`src/rtl/mem_stage_pkg.sv`:
```
// Shared definitions for the memory-access pipeline stage.
package mem_stage_pkg;

    localparam int unsigned EXC_W      = 16;
    localparam int unsigned LD_TYPE_W  = 5;
    localparam int unsigned REG_ADDR_W = 5;
    localparam int unsigned CANCEL_W   = 2;
    localparam int unsigned CANCEL_MAX = 2;

    // Load-type one-hot bit positions within {ld_w, ld_h, ld_hu, ld_b, ld_bu}
    localparam int unsigned LD_W_BIT  = 4;
    localparam int unsigned LD_H_BIT  = 3;
    localparam int unsigned LD_HU_BIT = 2;
    localparam int unsigned LD_B_BIT  = 1;
    localparam int unsigned LD_BU_BIT = 0;

    // Exception-vector bit indices
    localparam int unsigned EXC_INT  = 0;
    localparam int unsigned EXC_ADEF = 1;
    localparam int unsigned EXC_ALE  = 2;
    localparam int unsigned EXC_SYS  = 3;
    localparam int unsigned EXC_BRK  = 4;
    localparam int unsigned EXC_INE  = 5;
    localparam int unsigned EXC_ERTN = 6;

    // Execute-stage payload latched by the memory stage
    typedef struct packed {
        logic [31:0]            pc;
        logic [31:0]            result;
        logic                   res_from_mem;
        logic                   mem_req;
        logic                   rf_we;
        logic [REG_ADDR_W-1:0]  rf_waddr;
        logic [LD_TYPE_W-1:0]   ld_type;
    } es_bus_t;

endpackage

```
`src/rtl/mem_stage_load_align.sv`:
```
// Selects the addressed byte/halfword of a load word and extends it.
module mem_stage_load_align
    import mem_stage_pkg::*;
(
    input  logic [31:0]           rdata,
    input  logic [1:0]            addr,
    input  logic [LD_TYPE_W-1:0]  ld_type,
    output logic [31:0]           result
);

    logic [7:0]  byte_sel;
    logic [15:0] half_sel;

    // Pick the addressed byte lane and halfword lane
    always_comb begin
        byte_sel = rdata[7:0];
        case (addr)
            2'd1:    byte_sel = rdata[15:8];
            2'd2:    byte_sel = rdata[23:16];
            2'd3:    byte_sel = rdata[31:24];
            default: byte_sel = rdata[7:0];
        endcase
        half_sel = addr[1] ? rdata[31:16] : rdata[15:0];
    end

    // Extend the selected lane according to the load type
    always_comb begin
        result = rdata;
        if (ld_type[LD_W_BIT]) begin
            result = rdata;
        end else if (ld_type[LD_H_BIT]) begin
            result = {{16{half_sel[15]}}, half_sel};
        end else if (ld_type[LD_HU_BIT]) begin
            result = {16'b0, half_sel};
        end else if (ld_type[LD_B_BIT]) begin
            result = {{24{byte_sel[7]}}, byte_sel};
        end else if (ld_type[LD_BU_BIT]) begin
            result = {24'b0, byte_sel};
        end
    end

endmodule

```
`src/rtl/mem_stage.sv`:
```
// Memory-access stage: latches execute results, waits for data-SRAM
// responses, drops responses of flushed requests, aligns load data.
module mem_stage
    import mem_stage_pkg::*;
#(
    parameter int unsigned EXC_W = mem_stage_pkg::EXC_W
) (
    input  logic                   clk,
    input  logic                   reset,
    input  logic                   es_to_ms_valid,
    output logic                   ms_allowin,
    input  logic [31:0]            es_pc,
    input  logic [31:0]            es_result,
    input  logic                   es_res_from_mem,
    input  logic                   es_mem_req,
    input  logic                   es_rf_we,
    input  logic [REG_ADDR_W-1:0]  es_rf_waddr,
    input  logic [LD_TYPE_W-1:0]   es_ld_type,
    input  logic [EXC_W-1:0]       es_except,
    input  logic                   es_req_accepted,
    input  logic                   data_sram_data_ok,
    input  logic [31:0]            data_sram_rdata,
    input  logic                   except_flush,
    input  logic                   ws_allowin,
    output logic                   ms_to_ws_valid,
    output logic [31:0]            ms_pc,
    output logic [31:0]            ms_final_result,
    output logic                   ms_rf_we,
    output logic [REG_ADDR_W-1:0]  ms_rf_waddr,
    output logic                   ms_ld_pending,
    output logic [EXC_W-1:0]       ms_except,
    output logic                   ms_ex
);

    es_bus_t              es_bus;
    es_bus_t              ms_bus;
    logic                 ms_valid;
    logic [EXC_W-1:0]     except_q;
    logic                 data_ok_seen;
    logic [31:0]          rdata_buf;
    logic [CANCEL_W-1:0]  cancel_cnt;
    logic [CANCEL_W-1:0]  cancel_cnt_next;
    logic [CANCEL_W:0]    cancel_sum;
    logic                 data_ok_own;
    logic                 ready_go;
    logic                 accept;
    logic                 leave;
    logic                 capture;
    logic [31:0]          load_word;
    logic [31:0]          load_data;

    assign es_bus = '{pc: es_pc, result: es_result, res_from_mem: es_res_from_mem,
                      mem_req: es_mem_req, rf_we: es_rf_we, rf_waddr: es_rf_waddr,
                      ld_type: es_ld_type};

    assign data_ok_own    = data_sram_data_ok & (cancel_cnt == '0);
    assign ready_go       = ~ms_bus.mem_req | data_ok_seen | data_ok_own;
    assign ms_allowin     = ~ms_valid | (ready_go & ws_allowin);
    assign ms_to_ws_valid = ms_valid & ready_go & ~except_flush;
    assign accept         = es_to_ms_valid & ms_allowin;
    assign leave          = ms_to_ws_valid & ws_allowin;
    assign capture        = ms_valid & ms_bus.mem_req & ~data_ok_seen & data_ok_own
                            & ~ws_allowin & ~except_flush;

    // Stage valid bit and latched execute payload
    always_ff @(posedge clk or posedge reset) begin
        if (reset) begin
            ms_valid <= 1'b0;
            ms_bus   <= '0;
            except_q <= '0;
        end else begin
            if (except_flush) begin
                ms_valid <= 1'b0;
            end else if (ms_allowin) begin
                ms_valid <= es_to_ms_valid;
            end
            if (accept) begin
                ms_bus   <= es_bus;
                except_q <= es_except;
            end
        end
    end

    // Hold an early response while writeback is stalled
    always_ff @(posedge clk or posedge reset) begin
        if (reset) begin
            data_ok_seen <= 1'b0;
            rdata_buf    <= '0;
        end else if (except_flush | leave) begin
            data_ok_seen <= 1'b0;
        end else if (capture) begin
            data_ok_seen <= 1'b1;
            rdata_buf    <= data_sram_rdata;
        end
    end

    // Count in-flight responses owned by flushed instructions
    always_comb begin
        cancel_sum = {1'b0, cancel_cnt};
        if (except_flush) begin
            if (ms_valid & ms_bus.mem_req & ~data_ok_seen & ~data_ok_own) begin
                cancel_sum = cancel_sum + (CANCEL_W + 1)'(1);
            end
            if (es_req_accepted) begin
                cancel_sum = cancel_sum + (CANCEL_W + 1)'(1);
            end
        end
        if (data_sram_data_ok & (cancel_cnt != '0)) begin
            cancel_sum = cancel_sum - (CANCEL_W + 1)'(1);
        end
        cancel_cnt_next = (cancel_sum > (CANCEL_W + 1)'(CANCEL_MAX))
                          ? CANCEL_W'(CANCEL_MAX) : cancel_sum[CANCEL_W-1:0];
    end

    // Cancel counter register
    always_ff @(posedge clk or posedge reset) begin
        if (reset) begin
            cancel_cnt <= '0;
        end else begin
            cancel_cnt <= cancel_cnt_next;
        end
    end

    assign load_word = data_ok_seen ? rdata_buf : data_sram_rdata;

    mem_stage_load_align u_load_align (
        .rdata   (load_word),
        .addr    (ms_bus.result[1:0]),
        .ld_type (ms_bus.ld_type),
        .result  (load_data)
    );

    assign ms_pc           = ms_bus.pc;
    assign ms_final_result = ms_bus.res_from_mem ? load_data : ms_bus.result;
    assign ms_rf_we        = ms_valid & ms_bus.rf_we;
    assign ms_rf_waddr     = ms_bus.rf_waddr;
    assign ms_ld_pending   = ms_valid & ms_bus.res_from_mem & ~ready_go;
    assign ms_except       = except_q & {EXC_W{ms_valid}};
    assign ms_ex           = |ms_except;

endmodule

```
`config.mk`:
```
export PLATFORM = sky130hd
export DESIGN_NAME = mem_stage
export DESIGN_NICKNAME = d
export VERILOG_FILES = /design/src/rtl/mem_stage_pkg.sv /design/src/rtl/mem_stage_load_align.sv /design/src/rtl/mem_stage.sv
export SDC_FILE = /design/constraint.sdc
export NUM_CORES = 1
export LEC_CHECK = 0
export BUFFER_PORTS_ARGS = -buffer_cell sky130_fd_sc_hd__buf_4
export CAP_MARGIN = 20
export CORE_ASPECT_RATIO = 1.1
export CORE_MARGIN = 3
export CORE_UTILIZATION = 45
export DETAILED_ROUTE_END_ITERATION = 10
export PLACE_DENSITY = 0.76
export SLEW_MARGIN = 25
export SYNTH_ARGS = -nofsm -noshare
export SYNTH_HDL_FRONTEND = slang
export SYNTH_SLANG_ARGS = --single-unit
```
`constraint.sdc`:
```
create_clock -name clk -period 4.3 [get_ports clk]
set_clock_uncertainty 0.05 [all_clocks]
set_input_delay 0.215 -clock clk [delete_from_list [all_inputs] [get_ports clk]]
set_output_delay 0.215 -clock clk [all_outputs]
set_load 0.05 [all_outputs]
```
==> results.toml <==
[grt]
grt_pass1_vias = 6689
use_met1_pct = 30.7
grt-ovfl-total = 0
antenna_found_initial = 3
grt_util_met2_pct = 44.7
grt_usage_pct = 25.7
grt_pass1_wl_um = 36600
top_usage_layer = "met2"
grt_use_met3_pct = 7.51
grt_max_degree = 74

[critical_path]
startpoint_type = "register"
worstSetupStartpoint = "data_ok_seen"
crit_path_max_fanout = 22
cp-end-kind = "primary output"
worstSetupPathType = "reg -> out"
critical_path_required_ns = 4.03
reg2reg_from = "ms_valid"
crit_arrival_ns = 3.00

[placed_design]
io_buffers = 221
hpwl_um = 15200
place_congestion = 0.887

[drt]
drt_first_pass_iters = 6
wl_um = 23800
via_count = 6385
vias_per_cell = 5.54
drt_iter0_drc = 475
wl_per_cell_um = 20.6
drc = 0
drtAntennaViolNets = 0

[cts]
cts_root_buf = "clkbuf_16"
cts.clk_slew.worst_paths_ns = 0.06
clk_latency_ns = 0.42
htree_levels = 4
clockBufferDepth = 2
cts_tree = "yes"
cts_made_buffers = 17
clock_sinks = 129

[synth]
synth_top_family_by_area = "multiplexers"
synth_adder_area_share_pct = 0.649
synth_async_sr_flop_share_pct = 100
ys_ff_latch = 129
synth-simple-area-share_pct = 8.46
synth_nets = 778
synth_cell_type_count = 55
syn_area_per_cell_um2 = 12.0
synth_compound_area_share_pct = 11.2
synth-edff-count = 0
synthMuxAreaShare_pct = 28.7
synth-main-ff-cell = "dfrtp_1"
yosysWarnings = 0
synth_cells = 642
yosys.area_share.xor_xnor_pct = 0.227
ys_seq_area_share_pct = 41.8
syn_area_um2 = 7720

[timing]
max_freq_mhz = 306
worst_pin_slew_ns = 0.898
finalMaxSlewViolations = 0
rsz0062_at_grt = "no"
fin_setup_tns_ns = 0
slew_headroom_pct = 40.1
fin_crit_ns = 3.27
report.final.setup_viol = 0
hold_ws_ns = 0.0172
finalCritPeriodShare_pct = 76.0
hold_viol_final = 0

[die]
dieHeight_um = 143
die-area_um2 = 18800
rows = 49
die_w_um = 131
ios = 222
start_util_pct = 46.6
core_um2 = 16600

[final_layout]
multi_input_area_um2 = 3800
num-fill-cells = 1211
drive_above_1_share_pct = 44.6
nets = 1070
regArea_um2 = 3230
areaGrowthSynthToFinish_pct = 41.4

[power_and_ir_drop]
vdd_drop_max_v = 0.000341
leakagePower_nw = 5.07
pwr_density_cell_nw_per_um2 = 477

[hold_path]
min_path_type = "in -> reg"
hp-start = "data_sram_rdata[25]"

[status]
status = "completed"

[run]
maxCapViolCount = 0
## worst max-delay path, cell delays in order (launching register included)
cell     delay, ns
dfrtp_2       0.74
buf_4         0.45
mux2i_1       0.64
a21oi_1       0.19
o21ai_0       0.21
o21ai_0       0.14
buf_4         0.21
## flip-flops by register name, indices dropped and copies added, names as in the netlist
signal / count
rdata_buf: 32
ms_bus: 40
data_ok_seen: 1
ms_valid: 1
ms_pc: 32
ms_rf_waddr: 5
except_q: 16
cancel_cnt: 2
## cells in the final DEF (no fill, tap or decap), drive strengths merged, types with 2 or more instances in the layout
cell,Yosys,routed
mux2,135,135
a221oi,6,6
nand3,5,5
diode,0,2
nand2,51,51
o22ai,7,7
inv,12,20
a21oi,20,20
o2bb2ai,19,19
ha,4,4
nor2,15,15
clkbuf,18,18
clkinvlp,0,2
and2,20,20
o21ai,31,31
mux4,8,8
o211ai,4,4
a211oi,5,5
nor2b,11,11
a31oi,15,15
dfrtp,129,129
dlygate4sd3,0,122
o221a,3,3
nand2b,7,7
mux2i,25,25
clkinv,0,2
buf,62,231
xnor2,2,2
and3,3,3
bufinv,0,2
nor4,5,5
o221ai,6,6
## per-stage QoR
| stage | utilization (%) | std cells | power [mW] | instance area, um2 | worst slack, ns |
|---|---|---|---|---|---|
| 6_report | 65.9 | 1153 | 5.20 | 10900 | 1.03 |
| 5_1_grt | 65.9 | 1153 | 5.42 | 10900 | 0.826 |
| 4_1_cts | 65.9 | 1151 | 5.18 | 10900 | 1.08 |
| 3_5_place_dp | 54.8 | 997 | 3.58 | 9080 | 1.32 |
| 3_3_place_gp | 54.8 | 997 | 3.55 | 9080 | 1.49 |
| 2_1_floorplan | - | 642 | 3.12 | 7720 | 0.594 |
## path summary, 6_finish.rpt
check                                      to  slack (ns)  depth (start not counted)
max in group asynchronous          ms_bus[28]        2.72                          4
max                        ms_final_result[2]        1.03                          6
min in group asynchronous            ms_pc[9]        0.51                          3
min reg2reg                      rdata_buf[3]        0.46                          1
min                             rdata_buf[25]        0.02                          2
max reg2reg                     cancel_cnt[0]        1.29                         12
## cells by family after synthesis
group / after synthesis
AOI/OAI and AO/OA: 123
xor gates and xnor gates: 2
adders and majority gates: 4
buffers and inverters: 92
DFF: 129
muxes: 168
and+or+nand+nor: 124
## synth_stat cells (2+ instances only)
cell,n,area [um2]
dfrtp_1,129,3230
mux2_4,71,1070
mux2_2,63,709
nand2_1,49,184
buf_4,44,330
o21ai_0,30,150
mux2i_1,25,250
and2_1,20,125
a21oi_1,19,95.1
clkbuf_1,18,67.6
o2bb2ai_1,18,158
a31oi_1,15,93.8
nor2_1,15,56.3
inv_1,12,45.0
nor2b_1,10,62.6
buf_12,8,160
mux4_2,8,180
nand2b_1,7,43.8
a221oi_1,6,52.6
buf_6,6,67.6
o221ai_1,6,52.6
o22ai_1,6,37.5
a211oi_1,5,37.5
nand3_1,5,25.0
ha_1,4,50.1
nor4_1,4,25.0
o211ai_1,4,30.0
and3_1,3,18.8
buf_2,3,15.0
o221a_2,3,33.8
xnor2_1,2,17.5
## what timing repair did
action,4_1_cts,5_1_grt
hold endpoints to repair,191,0
gates resized for setup,0,0
hold buffers,122,0
buffers inserted,0,0
## where the power goes
group	switching [mW]	internal (mW)	leakage, nW
Clock	0.607	0.892	0.294
Sequential	0.200	1.46	1.57
Combinational	1.20	0.851	3.21
## metal layers
| metal | share of wire (%) | wire [um] |
|---|---|---|
| met2 | 51 | 12200 |
| met4 | 2.1 | 509 |
| met3 | 7.6 | 1810 |
| met5 | 0.055 | 13 |
| met1 | 39 | 9240 |
## cell type report
cell class	count	share of cell area [%]
flip-flops and latches	129	29.6
multi-input cells	421	34.8
clock buffers	18	4.02
repair buffers	353	27.2
diodes	2	0.0459
inverters	12	0.436
well taps	204	2.34
clock inverters	14	1.56
Note: power is estimated with default switching activity, not from simulation.
